==> src/rtl/vote_tally_fsm_pkg.sv <==
// ---------------------------------------------------------------------------
// vote_pkg : shared types and constants for the vote tally stage.
//   state_e       - booth FSM states (IDLE, ARMED, COMMIT, WAIT_REL)
//   bcd_t         - one 4-bit BCD digit
//   tally_t       - three BCD digits {hund, tens, ones}
//   BCD_MAX       - largest legal BCD digit value (9)
//   TALLY_MAX     - largest tally value (999); TALLY_MAX_BCD is its BCD form
// Optional feature macro used elsewhere in the slice: VOTE_TOTAL_EN.
// ---------------------------------------------------------------------------
package vote_pkg;

    typedef enum logic [1:0] {
        IDLE     = 2'd0,
        ARMED    = 2'd1,
        COMMIT   = 2'd2,
        WAIT_REL = 2'd3
    } state_e;

    typedef logic [3:0] bcd_t;

    typedef struct packed {
        bcd_t hund;
        bcd_t tens;
        bcd_t ones;
    } tally_t;

    localparam bcd_t   BCD_MAX       = 4'd9;
    localparam int     TALLY_MAX     = 999;
    localparam tally_t TALLY_MAX_BCD = '{hund: BCD_MAX, tens: BCD_MAX, ones: BCD_MAX};
    localparam tally_t TALLY_ZERO    = '{hund: 4'd0, tens: 4'd0, ones: 4'd0};

endpackage

==> src/rtl/vote_tally_fsm_if.sv <==
// ---------------------------------------------------------------------------
// vote_tally_fsm_if : booth-side bus of the vote tally stage.
//   ballot_en   officer arm request (rising edge arms one vote)
//   vote_btn    N_CAND candidate buttons, one-hot when valid
//   disp_sel    candidate whose tally is shown
//   digit_*     BCD digits of the selected tally
//   ready       booth accepting a vote
//   voted_pulse one-cycle pulse on commit
//   err_multi   one-cycle pulse on first multi-button press
//   sat         selected tally is at 999
//   total_*     BCD total of all votes (only with VOTE_TOTAL_EN)
// Modports: master drives the inputs (officer/buttons/display select),
// slave is the tally stage itself.
// ---------------------------------------------------------------------------
interface vote_tally_fsm_if
    import vote_pkg::*;
#(
    parameter int N_CAND = 4,
    parameter int SEL_W  = 2
);
    logic              ballot_en;
    logic [N_CAND-1:0] vote_btn;
    logic [SEL_W-1:0]  disp_sel;
    bcd_t              digit_ones;
    bcd_t              digit_tens;
    bcd_t              digit_hund;
    logic              ready;
    logic              voted_pulse;
    logic              err_multi;
    logic              sat;
`ifdef VOTE_TOTAL_EN
    bcd_t              total_ones;
    bcd_t              total_tens;
    bcd_t              total_hund;
`endif

    modport master (
        output ballot_en, vote_btn, disp_sel,
`ifdef VOTE_TOTAL_EN
        input  total_ones, total_tens, total_hund,
`endif
        input  digit_ones, digit_tens, digit_hund, ready, voted_pulse, err_multi, sat
    );

    modport slave (
        input  ballot_en, vote_btn, disp_sel,
`ifdef VOTE_TOTAL_EN
        output total_ones, total_tens, total_hund,
`endif
        output digit_ones, digit_tens, digit_hund, ready, voted_pulse, err_multi, sat
    );

endinterface

==> src/rtl/bcd3_incr_sat.sv <==
// ---------------------------------------------------------------------------
// bcd3_incr_sat : combinational three-digit BCD increment, saturating at 999.
//   val_i  current tally {hund, tens, ones}, each digit 0-9
//   val_o  val_i + 1 in BCD, or 999 unchanged when val_i is already 999
// ---------------------------------------------------------------------------
module bcd3_incr_sat
    import vote_pkg::*;
(
    input  tally_t val_i,
    output tally_t val_o
);

    // Ripple the +1 through the digits; a digit at 9 wraps to 0 and carries.
    always_comb begin
        val_o = val_i;
        if (val_i == TALLY_MAX_BCD) begin
            val_o = val_i;
        end else if (val_i.ones != BCD_MAX) begin
            val_o.ones = val_i.ones + 4'd1;
        end else if (val_i.tens != BCD_MAX) begin
            val_o.ones = 4'd0;
            val_o.tens = val_i.tens + 4'd1;
        end else begin
            // hund cannot be 9 here, otherwise the saturation branch was taken
            val_o.ones = 4'd0;
            val_o.tens = 4'd0;
            val_o.hund = val_i.hund + 4'd1;
        end
    end

endmodule

==> src/rtl/vote_tally_fsm.sv <==
// ---------------------------------------------------------------------------
// vote_tally_fsm : booth-side vote capture and per-candidate BCD tally.
//   clk    system clock, rising edge
//   reset  synchronous active-high; clears FSM, debounce and all tallies
//   bus    vote_tally_fsm_if.slave (ballot_en, vote_btn, disp_sel in;
//          digits, ready, voted_pulse, err_multi, sat out)
// An officer rising edge on ballot_en arms the booth; one button held
// stable for DEBOUNCE_CYC cycles commits a vote, then the booth waits for
// all buttons to be released before it can be armed again.
// Optional feature: define VOTE_TOTAL_EN to add a saturating BCD total of
// all committed votes on bus.total_{ones,tens,hund}.
// ---------------------------------------------------------------------------
module vote_tally_fsm
    import vote_pkg::*;
#(
    parameter int N_CAND       = 4,
    parameter int SEL_W        = 2,
    parameter int DEBOUNCE_CYC = 16
)(
    input  logic             clk,
    input  logic             reset,
    vote_tally_fsm_if.slave  bus
);

    localparam int                CNT_W    = $clog2(DEBOUNCE_CYC + 1);
    localparam logic [CNT_W-1:0]  CNT_DONE = CNT_W'(DEBOUNCE_CYC);

    state_e             state_q, state_d;
    logic               prev_en_q;
    logic [CNT_W-1:0]   cnt_q, cnt_d;
    logic [N_CAND-1:0]  cand_q, cand_d;
    logic               lock_q, lock_d;
    tally_t             tally_q     [N_CAND];
    tally_t             tally_inc_s [N_CAND];

    logic               rise_s;
    logic               btn_none_s;
    logic               btn_multi_s;
    logic               ready_s;
    logic               voted_s;
    logic               err_s;
    tally_t             sel_s;

    assign rise_s      = bus.ballot_en & ~prev_en_q;
    assign btn_none_s  = (bus.vote_btn == {N_CAND{1'b0}});
    // x & (x-1) clears the lowest set bit; anything left means two or more
    assign btn_multi_s = !btn_none_s &&
                         ((bus.vote_btn & (bus.vote_btn - N_CAND'(1))) != {N_CAND{1'b0}});

    genvar g;
    generate
        for (g = 0; g < N_CAND; g++) begin : g_incr
            bcd3_incr_sat u_incr (
                .val_i (tally_q[g]),
                .val_o (tally_inc_s[g])
            );
        end
    endgenerate

    // State register.
    always_ff @(posedge clk) begin
        if (reset) begin
            state_q <= IDLE;
        end else begin
            state_q <= state_d;
        end
    end

    // Debounce counter, latched candidate and multi-press lockout.
    // The lockout is set by a multi-press and only released when every
    // button is up, so a partial release does not start a new count.
    always_comb begin
        cnt_d  = cnt_q;
        cand_d = cand_q;
        lock_d = lock_q;
        case (state_q)
            ARMED: begin
                if (btn_none_s) begin
                    cnt_d  = {CNT_W{1'b0}};
                    lock_d = 1'b0;
                end else if (btn_multi_s) begin
                    cnt_d  = {CNT_W{1'b0}};
                    lock_d = 1'b1;
                end else if (lock_q) begin
                    cnt_d  = {CNT_W{1'b0}};
                end else if (bus.vote_btn == cand_q) begin
                    cnt_d  = cnt_q + CNT_W'(1);
                end else begin
                    cand_d = bus.vote_btn;
                    cnt_d  = CNT_W'(1);
                end
            end
            default: begin
                cnt_d  = {CNT_W{1'b0}};
                lock_d = 1'b0;
            end
        endcase
    end

    // Next-state logic.
    always_comb begin
        state_d = state_q;
        case (state_q)
            IDLE:     state_d = rise_s ? ARMED : IDLE;
            ARMED:    state_d = (cnt_d == CNT_DONE) ? COMMIT : ARMED;
            COMMIT:   state_d = WAIT_REL;
            WAIT_REL: state_d = btn_none_s ? IDLE : WAIT_REL;
            default:  state_d = IDLE;
        endcase
    end

    // FSM outputs decoded from the current state.
    always_comb begin
        ready_s = 1'b0;
        voted_s = 1'b0;
        err_s   = 1'b0;
        case (state_q)
            ARMED: begin
                ready_s = 1'b1;
                err_s   = btn_multi_s & ~lock_q;
            end
            COMMIT:  voted_s = 1'b1;
            default: begin
                ready_s = 1'b0;
                voted_s = 1'b0;
                err_s   = 1'b0;
            end
        endcase
    end

    // Arming edge history and debounce bookkeeping registers.
    always_ff @(posedge clk) begin
        if (reset) begin
            prev_en_q <= 1'b0;
            cnt_q     <= {CNT_W{1'b0}};
            cand_q    <= {N_CAND{1'b0}};
            lock_q    <= 1'b0;
        end else begin
            prev_en_q <= bus.ballot_en;
            cnt_q     <= cnt_d;
            cand_q    <= cand_d;
            lock_q    <= lock_d;
        end
    end

    // Per-candidate tallies; only the latched candidate moves in COMMIT.
    always_ff @(posedge clk) begin
        for (int i = 0; i < N_CAND; i++) begin
            if (reset) begin
                tally_q[i] <= TALLY_ZERO;
            end else if ((state_q == COMMIT) && cand_q[i]) begin
                tally_q[i] <= tally_inc_s[i];
            end else begin
                tally_q[i] <= tally_q[i];
            end
        end
    end

    // Display mux; an out-of-range select matches no candidate and shows 0.
    always_comb begin
        sel_s = TALLY_ZERO;
        for (int i = 0; i < N_CAND; i++) begin
            sel_s = (bus.disp_sel == SEL_W'(i)) ? tally_q[i] : sel_s;
        end
    end

    assign bus.digit_ones  = sel_s.ones;
    assign bus.digit_tens  = sel_s.tens;
    assign bus.digit_hund  = sel_s.hund;
    assign bus.sat         = (sel_s == TALLY_MAX_BCD);
    assign bus.ready       = ready_s;
    assign bus.voted_pulse = voted_s;
    assign bus.err_multi   = err_s;

`ifdef VOTE_TOTAL_EN
    tally_t total_q;
    tally_t total_inc_s;

    bcd3_incr_sat u_total_incr (
        .val_i (total_q),
        .val_o (total_inc_s)
    );

    // Grand total of committed votes, saturating on its own.
    always_ff @(posedge clk) begin
        if (reset) begin
            total_q <= TALLY_ZERO;
        end else if (state_q == COMMIT) begin
            total_q <= total_inc_s;
        end else begin
            total_q <= total_q;
        end
    end

    assign bus.total_ones = total_q.ones;
    assign bus.total_tens = total_q.tens;
    assign bus.total_hund = total_q.hund;
`endif

endmodule
==> src/flat_wrapper.sv <==
// flat-port wrapper written by rule: the top's interface ports become plain ports
module vote_tally_fsm_flat import vote_pkg::*;
#(
    parameter int N_CAND       = 4,
    parameter int SEL_W        = 2,
    parameter int DEBOUNCE_CYC = 16
)
  (clk, reset, bus_ballot_en, bus_vote_btn, bus_disp_sel, bus_digit_ones, bus_digit_tens, bus_digit_hund, bus_ready, bus_voted_pulse, bus_err_multi, bus_sat);
  vote_tally_fsm_if #(.N_CAND(N_CAND), .SEL_W(SEL_W)) bus_i ();
  input  logic clk;
  input  logic reset;
  input wire logic [$bits(bus_i.ballot_en)-1:0] bus_ballot_en;
  input wire logic [$bits(bus_i.vote_btn)-1:0] bus_vote_btn;
  input wire logic [$bits(bus_i.disp_sel)-1:0] bus_disp_sel;
  output wire logic [$bits(bus_i.digit_ones)-1:0] bus_digit_ones;
  output wire logic [$bits(bus_i.digit_tens)-1:0] bus_digit_tens;
  output wire logic [$bits(bus_i.digit_hund)-1:0] bus_digit_hund;
  output wire logic [$bits(bus_i.ready)-1:0] bus_ready;
  output wire logic [$bits(bus_i.voted_pulse)-1:0] bus_voted_pulse;
  output wire logic [$bits(bus_i.err_multi)-1:0] bus_err_multi;
  output wire logic [$bits(bus_i.sat)-1:0] bus_sat;
  assign bus_i.ballot_en = bus_ballot_en;
  assign bus_i.vote_btn = bus_vote_btn;
  assign bus_i.disp_sel = bus_disp_sel;
  assign bus_digit_ones = bus_i.digit_ones;
  assign bus_digit_tens = bus_i.digit_tens;
  assign bus_digit_hund = bus_i.digit_hund;
  assign bus_ready = bus_i.ready;
  assign bus_voted_pulse = bus_i.voted_pulse;
  assign bus_err_multi = bus_i.err_multi;
  assign bus_sat = bus_i.sat;
  vote_tally_fsm #(.N_CAND(N_CAND), .SEL_W(SEL_W), .DEBOUNCE_CYC(DEBOUNCE_CYC)) u_core (.clk(clk), .reset(reset), .bus(bus_i));
endmodule
==> config.mk <==
export PLATFORM = sky130hd
export DESIGN_NAME = vote_tally_fsm_flat
export DESIGN_NICKNAME = d
export VERILOG_FILES = /design/src/rtl/vote_tally_fsm_pkg.sv /design/src/rtl/vote_tally_fsm_if.sv /design/src/rtl/bcd3_incr_sat.sv /design/src/rtl/vote_tally_fsm.sv /design/src/flat_wrapper.sv
export SDC_FILE = /design/constraint.sdc
export NUM_CORES = 1
export LEC_CHECK = 0
export ABC_AREA = 1
export CAP_MARGIN = 10
export CORE_MARGIN = 1.5
export CORE_UTILIZATION = 45
export DETAILED_ROUTE_END_ITERATION = 10
export GPL_TIMING_DRIVEN = 0
export SLEW_MARGIN = 0
export SYNTH_ARGS = -nofsm -noshare
export SYNTH_HDL_FRONTEND = slang
export SYNTH_SLANG_ARGS = --single-unit
==> constraint.sdc <==
create_clock -name clk -period 3.79 [get_ports clk]
set_clock_uncertainty 0.05 [all_clocks]
set_input_delay 0.758 -clock clk [delete_from_list [all_inputs] [get_ports clk]]
set_output_delay 0.758 -clock clk [all_outputs]
set_load 0.02 [all_outputs]
==> results of run 1 <==
==> cell type report <==
| type | count | area (um^2) | area share, % |
|---|---|---|---|
| sequential | 61 | 1700 | 40.0 |
| multi-input combinational | 292 | 1670 | 39.4 |
| inverter | 78 | 293 | 6.89 |
| timing repair buffer | 22 | 219 | 5.15 |
| clock buffer | 11 | 141 | 3.33 |
| tap | 102 | 128 | 3.00 |
| clock inverter | 5 | 75.1 | 1.77 |
| buffer | 3 | 20.0 | 0.471 |
==> state kept, by name, summed over array words and instances (netlist names) <==
signal	cells
u_core.tally_q	48
u_core.cnt_q	5
u_core.cand_q	4
u_core.state_q	2
u_core.lock_q	1
u_core.prev_en_q	1
==> path summary, 6_finish.rpt <==
| kind | start | cells after the start | slack (ns) | to |
|---|---|---|---|---|
| worst max-delay path | bus_disp_sel[1] | 10 | 0.19 | bus_sat |
| worst min-delay path | u_core.prev_en_q | 2 | 0.43 | u_core.state_q[0] |
| worst max register to register | u_core.tally_q[1][4] | 6 | 1.32 | u_core.tally_q[1][8] |
| worst min register to register | u_core.prev_en_q | 2 | 0.43 | u_core.state_q[0] |
==> worst reg2reg max path: cells and delay by family, from the launching register on <==
family / cells / cell delay [ns]
simple gates: 3 / 0.39
fa+ha+maj: 1 / 0.23
compound gates: 2 / 1.00
flops: 1 / 0.45
==> stage by stage <==
step,setup TNS [ns],hold slack [ns]
after global routing,0,0.468
after floorplan,0,0.407
after global placement,-0.0708,0.416
after CTS,0,0.435
final,0,0.430
after detailed placement,-0.0710,0.424
==> synthesized netlist by cell type <==
| cell | number | area share, % |
|---|---|---|
| sky130_fd_sc_hd__o21ai_1 | 1 | 0.14 |
| sky130_fd_sc_hd__ha_1 | 25 | 8.5 |
| sky130_fd_sc_hd__xnor2_1 | 13 | 3.1 |
| sky130_fd_sc_hd__nand2_1 | 58 | 5.9 |
| sky130_fd_sc_hd__o21bai_1 | 1 | 0.20 |
| sky130_fd_sc_hd__nor4_1 | 2 | 0.34 |
| sky130_fd_sc_hd__nor3_1 | 10 | 1.4 |
| sky130_fd_sc_hd__a21oi_1 | 25 | 3.4 |
| sky130_fd_sc_hd__dfxtp_1 | 13 | 7.1 |
| sky130_fd_sc_hd__nor2_2 | 7 | 1.2 |
| sky130_fd_sc_hd__nand3b_1 | 1 | 0.20 |
| sky130_fd_sc_hd__o32ai_1 | 2 | 0.48 |
| sky130_fd_sc_hd__o21a_1 | 4 | 0.81 |
| sky130_fd_sc_hd__inv_1 | 65 | 6.6 |
| sky130_fd_sc_hd__buf_6 | 1 | 0.31 |
| sky130_fd_sc_hd__nand4_1 | 5 | 0.85 |
| sky130_fd_sc_hd__nor2_1 | 74 | 7.5 |
| sky130_fd_sc_hd__o31ai_1 | 1 | 0.20 |
| sky130_fd_sc_hd__and2_0 | 1 | 0.17 |
| sky130_fd_sc_hd__inv_2 | 13 | 1.3 |
| sky130_fd_sc_hd__nor2_4 | 4 | 1.2 |
| sky130_fd_sc_hd__xor2_1 | 9 | 2.1 |
| sky130_fd_sc_hd__buf_2 | 1 | 0.14 |
| sky130_fd_sc_hd__o21ai_0 | 9 | 1.2 |
| sky130_fd_sc_hd__nand3_1 | 28 | 3.8 |
| sky130_fd_sc_hd__o2111ai_1 | 2 | 0.48 |
| sky130_fd_sc_hd__o22ai_1 | 4 | 0.68 |
| sky130_fd_sc_hd__clkbuf_1 | 1 | 0.10 |
| sky130_fd_sc_hd__o211ai_1 | 2 | 0.41 |
| sky130_fd_sc_hd__nand2_2 | 1 | 0.17 |
| sky130_fd_sc_hd__edfxtp_1 | 48 | 39 |
| sky130_fd_sc_hd__a31oi_1 | 1 | 0.17 |
| sky130_fd_sc_hd__and3_1 | 1 | 0.17 |
| sky130_fd_sc_hd__nand4_4 | 1 | 0.58 |
==> timing repair <==
action                     CTS  global route
gates resized for setup      1             0
hold buffers                 0             0
setup endpoints to repair    1             0
==> where the power goes <==
group	switching (mW)	leakage, nW	internal [mW]
combinational	0.109	1.08	0.0658
sequential	0.0217	0.611	0.744
clock	0.269	0.105	0.384
==> kinds of logic (layout without fill, tap and decap cells) <==
family / after synthesis / after routing / share of synthesized area, %
xor+xnor: 22 / 22 / 5.23
compound gates: 52 / 52 / 8.18
simple gates: 193 / 193 / 23.5
flops: 61 / 61 / 46.1
fa+ha+maj: 25 / 25 / 8.48
buf+inv: 81 / 119 / 8.48
==> per-layer routing <==
metal	vias to the layer above	wire (um)	track usage, %
met1	1343	3880	26.7
li1	1489	-	-
met4	0	130	8.71
met2	70	3510	30.5
met5	-	0	0
met3	11	344	5.12
==> run metrics, run 1 <==
IO Count 25; post-synthesis net count 468; power per cell area 375 nW/um^2; mean area per synthesized cell 8.50 um^2; DP Cell Count 558; via density per instance 5.07; placeable core region 7850 um^2; most frequent cell on the critical path sky130_fd_sc_hd__a21oi_1; setup fix buffers added after clock tree synthesis 0; Hold Fails Final Rpt 0; Period minus WS final 3.60 ns; outcome finished, final reports clean; number of port buffers 22; total global-route track usage 20.0%; CTS tree built; post-route non-filler standard cell count 574; Critical Path Slowest Stage Cell sky130_fd_sc_hd__clkdlybuf4s50_1; buffer type at the clock tree root sky130_fd_sc_hd__clkbuf_8; fraction of the yosys area taken by sequential cells 46.1%; area of the die 8750 um^2; final critical-path share of the clock period 95.0%; worst path buffer plus inverter count 3; clock tree sinks 61; CTS H-Tree Depth 3; CP top delay family buffers and inverters; unrepaired setup endpoints after global routing false; final worst setup slack 0.191 ns; die extent in x 93.5 um; count of warnings emitted by yosys 0; number of register bits inferred by synthesis 61; actual slew at the worst max-slew pin 0.734 ns; total wirelength of the detailed-routed design 7.86 mm; total via count in the routed design 2,913; crit path kind in2out; first-pass GRT wire length 13.2 mm; Skew-Pair Late Insertion Delay 0.36 ns; number of antenna repair diodes 0; grt ovf 0; maximum number of pins on one net before global-route repair 12; Layout Utilization 54.2%; worst slew margin relative to its limit 50.6%; leading cell type in the layout, fill and taps excluded sky130_fd_sc_hd__nor2_1; post-synthesis cell count 434; Final Instance Area 4250 um^2; proportion of layout cells with a drive suffix above 1 8.69%; vias in the first global route 2,820; clk buf depth 2; data required time of the worst path 2.98 ns; delay of the slowest critical-path stage 0.60 ns; ANT nets after route 0; max-cap viol count 0; post-DR wirelength/cell 13.7 um; clock transition time at the flip-flop clock pins of the worst setup and hold paths 0.07 ns; residual DRC count 0; pre-CTS setup slack -0.0710 ns; critical path data arrival time 2.79 ns; fill cell total of the finished layout 775; CP cell instances dlygate4sd2_1, inv_2, nand2_2, o21ai_0, a21oi_1, o21ai_1, a21oi_1, nand4_1, nor2_1, clkdlybuf4s50_1; post-layout power 1.59 mW; endpoint kind of the worst setup timing path primary output; worst-path maximum fanout 7; Pre-antenna DRT Iters 4; number of DRC violations after detailed-routing iteration 0 108; type of the tightest min-delay check reg2reg; largest voltage drop on the vdd net 0.208 mV; kind of launch point of the worst setup path input pin; Die Height 93.5 um; LEAKAGE 1.79 nW; Area Growth Syn to Fin 15.3%; max-slew violation total from the final report 0; number of distinct library cells after synthesis 34; DP Wirelength 6.09 mm; netlist area before placement 3690 um^2; commonest cells after routing, fill and taps aside sky130_fd_sc_hd__nor2_1 (74), sky130_fd_sc_hd__inv_1 (65), sky130_fd_sc_hd__nand2_1 (58); Max Fclk 0.278 GHz; final setup violating endpoints 0; starting density of the core 47.0%; number of antenna violations at the first check in global routing 0; final weighted congestion of routability-driven global placement 0.863; number of core rows 32; post-layout net count 501; total clock buffers created by CTS 9; placed inst area 4040 um^2
No activity file was read; power rests on OpenSTA's default activity.
==> run 2, diff against run 1 <==
--- a/config.mk
+++ b/config.mk
@@ -7,10 +7,13 @@
 export LEC_CHECK = 0
 export ABC_AREA = 1
 export CAP_MARGIN = 10
+export CELL_PAD_IN_SITES_DETAIL_PLACEMENT = 1
+export CELL_PAD_IN_SITES_GLOBAL_PLACEMENT = 1
 export CORE_MARGIN = 1.5
 export CORE_UTILIZATION = 45
 export DETAILED_ROUTE_END_ITERATION = 10
 export GPL_TIMING_DRIVEN = 0
+export PLACE_DENSITY_LB_ADDON = 0.1
 export SLEW_MARGIN = 0
 export SYNTH_ARGS = -nofsm -noshare
 export SYNTH_HDL_FRONTEND = slang
==> run metrics, run 2 (synthesis results as in run 1) <==
outcome finished, final reports clean; type of the tightest min-delay check reg2reg; number of hold buffers added after CTS 0; CTS H-Tree Depth 3; Period minus WS final 3.55 ns; Critical Path Slowest Stage Cell sky130_fd_sc_hd__clkdlybuf4s50_1; delay of the slowest critical-path stage 0.61 ns; worst slew margin relative to its limit 47.4%; Die Height 93.5 um; LEAKAGE 1.78 nW; post-route non-filler standard cell count 574; final critical-path share of the clock period 93.7%; via density per instance 5.25; kind of launch point of the worst setup path input pin; most frequent cell on the critical path sky130_fd_sc_hd__a21oi_1; proportion of layout cells with a drive suffix above 1 8.69%; commonest cells after routing, fill and taps aside sky130_fd_sc_hd__nor2_1 (74), sky130_fd_sc_hd__inv_1 (65), sky130_fd_sc_hd__nand2_1 (58); grt ovf 0; pre-CTS setup slack -0.0481 ns; max FFs per register 48; post-layout net count 501; starting density of the core 47.0%; largest voltage drop on the vdd net 0.156 mV; critical path data arrival time 2.74 ns; number of DRC violations after detailed-routing iteration 0 128; unrepaired setup endpoints after global routing false; Area Growth Syn to Fin 14.4%; number of port buffers 22; number of core rows 32; DP Wirelength 6.92 mm; crit path kind in2out; residual DRC count 0; buffer type at the clock tree root sky130_fd_sc_hd__clkbuf_8; worst-path maximum fanout 7; CP cell instances dlygate4sd2_1, nor2_4, inv_1, o22ai_1, a21oi_1, nand2_1, a21oi_1, nand4_1, nor2_1, clkdlybuf4s50_1; post-layout power 1.51 mW; final weighted congestion of routability-driven global placement 0.853; total via count in the routed design 3,013; number of antenna violations at the first check in global routing 0; final setup violating endpoints 0; clock transition time at the flip-flop clock pins of the worst setup and hold paths 0.07 ns; area of the die 8750 um^2; maximum number of pins on one net before global-route repair 11; ANT nets after route 0; Skew-Pair Late Insertion Delay 0.35 ns; Pre-antenna DRT Iters 4; Max Fclk 0.282 GHz; total global-route track usage 22.4%; final worst setup slack 0.238 ns; Largest regs u_core.tally_q x48, u_core.cnt_q x5, u_core.cand_q x4; placeable core region 7850 um^2; IO Count 25; die extent in x 93.5 um; post-DR wirelength/cell 15.2 um; CTS tree built; number of antenna repair diodes 0; data required time of the worst path 2.98 ns; vias in the first global route 3,127; total wirelength of the detailed-routed design 8.73 mm; first-pass GRT wire length 14.8 mm; Hold Fails Final Rpt 0; clock tree sinks 61; power per cell area 358 nW/um^2; clk buf depth 2; leading cell type in the layout, fill and taps excluded sky130_fd_sc_hd__nor2_1; max-cap viol count 0; register containing the most flip-flops in the final layout u_core.tally_q; actual slew at the worst max-slew pin 0.782 ns; endpoint kind of the worst setup timing path primary output; DP Cell Count 558; total clock buffers created by CTS 9; max-slew violation total from the final report 0
-- run 2: cell count changes in the layout (fill, tap and decap cells not counted), sizes merged --
cell / delta
clkinv: +1
bufinv: -1
-- run 2: worst max-delay path: cells and delay by family --
kind | cells | cell delay, ns
compound gates | 3 | 0.47
simple gates | 4 | 0.39
buf+inv | 3 | 1.13
-- run 2: layer usage --
layer  share of wire [%]  vias up  GRT usage, %
li1                    -     1485             -
met1                  47     1468          29.0
met2                  48       48          36.4
met3                 3.3       12          3.74
met4                 1.9        0          10.1
met5                   0        -             0
-- run 2: layout make-up --
cell class	count	area, um^2
repair buffers	22	219
plain buffers	3	20.0
well taps	102	128
inverters	78	293
clock inverters	5	51.3
flip-flops and latches	61	1700
fillers	949	3630
clock buffers	11	131
multi-input cells	292	1670
-- run 2: through the flow --
step                setup TNS (ns)  area [um^2]  util (%)  hold slack, ns
floorplan                        0         3690         -           0.407
global placement           -0.0278         4040      51.4           0.433
detailed placement         -0.0481         4040      51.4           0.427
CTS                              0         4220      53.7           0.455
global route                     0         4220      53.7           0.494
finish                           0         4220      53.7           0.458
-- run 2: final timing paths --
check / start / end / slack [ns] / cells after the start
worst max-delay path: bus_disp_sel[1] / bus_sat / 0.24 / 10
worst min-delay path: u_core.prev_en_q / u_core.state_q[0] / 0.46 / 2
worst max register to register: u_core.tally_q[1][4] / u_core.tally_q[1][8] / 1.27 / 6
worst min register to register: u_core.prev_en_q / u_core.state_q[0] / 0.46 / 2
-- run 2: where the power goes --
part	internal [mW]	total, mW	switching (mW)
sequential	0.744	0.766	0.0225
clock	0.300	0.563	0.264
combinational	0.0658	0.178	0.112
-- run 2: timing repair --
item,4_1_cts,5_1_grt
endpoints found under the setup margin,1,0
hold endpoints to repair,0,0
buffers inserted,0,0
gates resized for setup,1,0
==> run 3, diff against run 2 <==
--- a/config.mk
+++ b/config.mk
@@ -5,13 +5,13 @@
 export SDC_FILE = /design/constraint.sdc
 export NUM_CORES = 1
 export LEC_CHECK = 0
-export ABC_AREA = 1
 export CAP_MARGIN = 10
 export CELL_PAD_IN_SITES_DETAIL_PLACEMENT = 1
 export CELL_PAD_IN_SITES_GLOBAL_PLACEMENT = 1
 export CORE_MARGIN = 1.5
 export CORE_UTILIZATION = 45
 export DETAILED_ROUTE_END_ITERATION = 10
+export GPL_ROUTABILITY_DRIVEN = 0
 export GPL_TIMING_DRIVEN = 0
 export PLACE_DENSITY_LB_ADDON = 0.1
 export SLEW_MARGIN = 0
==> run metrics, run 3 <==
outcome finished, final reports clean; commonest cells after routing, fill and taps aside sky130_fd_sc_hd__nor2_1 (60), sky130_fd_sc_hd__edfxtp_1 (48), sky130_fd_sc_hd__ha_1 (25); total clock buffers created by CTS 9; netlist area before placement 3620 um^2; register containing the most flip-flops in the final layout u_core.tally_q; number of antenna repair diodes 0; IO Count 25; number of core rows 32; count of warnings emitted by yosys 0; ys flop type sky130_fd_sc_hd__edfxtp_1; post-layout power 1.46 mW; Final Instance Area 4130 um^2; data required time of the worst path 2.98 ns; actual slew at the worst max-slew pin 0.975 ns; clk buf depth 2; placeable core region 7770 um^2; Skew-Pair Late Insertion Delay 0.34 ns; worst slew margin relative to its limit 34.8%; number of hold buffers added after CTS 0; proportion of layout cells with a drive suffix above 1 12.0%; launch instance of the worst register-to-register path u_core.state_q[1]; starting density of the core 46.6%; die extent in x 92.7 um; worst reg-to-reg setup slack 1.31 ns; clock tree sinks 61; CTS H-Tree Depth 3; vias in the first global route 2,639; Max Fclk 0.272 GHz; critical path data arrival time 2.87 ns; unrepaired setup endpoints after global routing false; fill cell total of the finished layout 870; most frequent cell after synthesis sky130_fd_sc_hd__nor2_1; FF-to-FF path depth 4; mean area per synthesized cell 11.3 um^2; power per cell area 355 nW/um^2; number of register bits inferred by synthesis 61; LEAKAGE 1.56 nW; Pre-antenna DRT Iters 4; total via count in the routed design 2,578; post-layout net count 387; CTS tree built; launching element of the worst setup path bus_disp_sel[0]; grt ovf 0; clock transition time at the flip-flop clock pins of the worst setup and hold paths 0.07 ns; largest voltage drop on the vdd net 0.179 mV; area of the die 8580 um^2; hold-critical path depth 2; number of antenna violations at the first check in global routing 0; ANT nets after route 0; top-area cell type share of the netlist area 39.8%; leading cell type in the layout, fill and taps excluded sky130_fd_sc_hd__nor2_1; residual DRC count 0; Die Height 92.7 um; kind of launch point of the worst setup path input pin; worst-path maximum fanout 10; Period minus WS final 3.68 ns; CP cell instances dlygate4sd2_1, buf_6, mux4_2, nor4b_2, nand4_1, nor4_2, clkdlybuf4s15_2; final critical-path share of the clock period 97.0%; delay of the slowest critical-path stage 0.55 ns; Hold Fails Final Rpt 0; critical register-to-register path endpoint u_core.tally_q[0][23]; Largest regs u_core.tally_q x48, u_core.cnt_q x5, u_core.cand_q x4; type of the tightest min-delay check reg2reg; top cell types by occurrence after synthesis sky130_fd_sc_hd__nor2_1 (60), sky130_fd_sc_hd__edfxtp_1 (48), sky130_fd_sc_hd__ha_1 (25); final setup violating endpoints 0; placed inst area 3960 um^2; maximum number of pins on one net before global-route repair 11; post-synthesis cell count 321; total wirelength of the detailed-routed design 8.27 mm; async set-or-reset flop fraction in the synthesized netlist 0%; post-DR wirelength/cell 18.0 um; crit path kind in2out; Critical Path Slowest Stage Cell sky130_fd_sc_hd__mux4_2; number of port buffers 21; number of DRC violations after detailed-routing iteration 0 88; top cells by area in the synthesized netlist sky130_fd_sc_hd__edfxtp_1 (40%), sky130_fd_sc_hd__ha_1 (8.6%), sky130_fd_sc_hd__dfxtp_1 (7.2%), sky130_fd_sc_hd__mux4_2 (6.2%), sky130_fd_sc_hd__nor2_1 (6.2%); Area Growth Syn to Fin 14.1%; max-cap viol count 0; max FFs per register 48; critical path capture point bus_sat; setup fix buffers added after clock tree synthesis 0; fraction of the yosys area taken by sequential cells 47.0%; top cell type by total area after synthesis sky130_fd_sc_hd__edfxtp_1; number of distinct library cells after synthesis 43; buffer type at the clock tree root sky130_fd_sc_hd__clkbuf_8; max-slew violation total from the final report 0; endpoint kind of the worst setup timing path primary output; post-synthesis net count 355; via density per instance 5.60; total global-route track usage 21.3%; Layout Utilization 53.1%; DP Wirelength 6.32 mm; post-route worst hold slack 0.483 ns; count of flip-flops with a built-in enable after synthesis 48; first-pass GRT wire length 13.8 mm
## run 3: cell type report
class,instances,area (um^2),area share (%)
plain buffers,8,57.6,1.39
clock buffers,13,149,3.61
clock inverters,3,13.8,0.334
inverters,20,75.1,1.82
multi-input cells,232,1790,43.4
flip-flops and latches,61,1700,41.2
well taps,102,128,3.09
repair buffers,21,213,5.15
## run 3: logic make-up after synthesis
family,synth area share [%]
AOI/OAI and AO/OA,5.19
xor gates and xnor gates,7.51
adders and majority gates,8.92
buffers and inverters,3.49
DFF,47.0
muxes,7.68
and+or+nand+nor,20.2
## run 3: timing repair
action,4_1_cts,5_1_grt
setup endpoints to repair,1,1
endpoints found under the hold margin,0,0
gates resized for setup,6,2
## run 3: critical path: cells and delay by family
kind / cells / cell delay [ns]
buffers and inverters: 3 / 0.85
and+or+nand+nor: 3 / 0.70
muxes: 1 / 0.55
## run 3: power by group
| group | switching, mW | internal, mW | total [mW] |
|---|---|---|---|
| logic | 0.0936 | 0.0846 | 0.178 |
| registers | 0.0325 | 0.749 | 0.781 |
| clock network | 0.253 | 0.252 | 0.505 |
## run 3: through the flow
step           setup TNS, ns  setup WS [ns]  cells
5_1_grt                    0         0.0497    460
2_1_floorplan              0          0.629    321
6_report                   0          0.114    460
3_3_place_gp          -0.489         -0.489    444
4_1_cts                    0         0.0115    460
3_5_place_dp          -0.495         -0.495    444
## run 3: worst min-delay path by stage
| stage | end | startpoint | slack (ns) |
|---|---|---|---|
| global placement | u_core.state_q[1] | u_core.cnt_q[0] | 0.47 |
| detailed placement | u_core.state_q[1] | u_core.cnt_q[0] | 0.48 |
| floorplan | u_core.state_q[1] | u_core.cnt_q[0] | 0.43 |
| finish | u_core.state_q[1] | u_core.cnt_q[0] | 0.48 |
| global route | u_core.state_q[1] | u_core.cnt_q[0] | 0.50 |
| CTS | u_core.state_q[1] | u_core.cnt_q[0] | 0.49 |
## run 3: layer usage
metal  track usage [%]  vias up  share of wire [%]
met5                 0        -                  0
met4              8.71        0                2.1
met3              3.53       14                3.9
met2              35.8       62                 49
met1              27.1     1283                 45
li1                  -     1219                  -
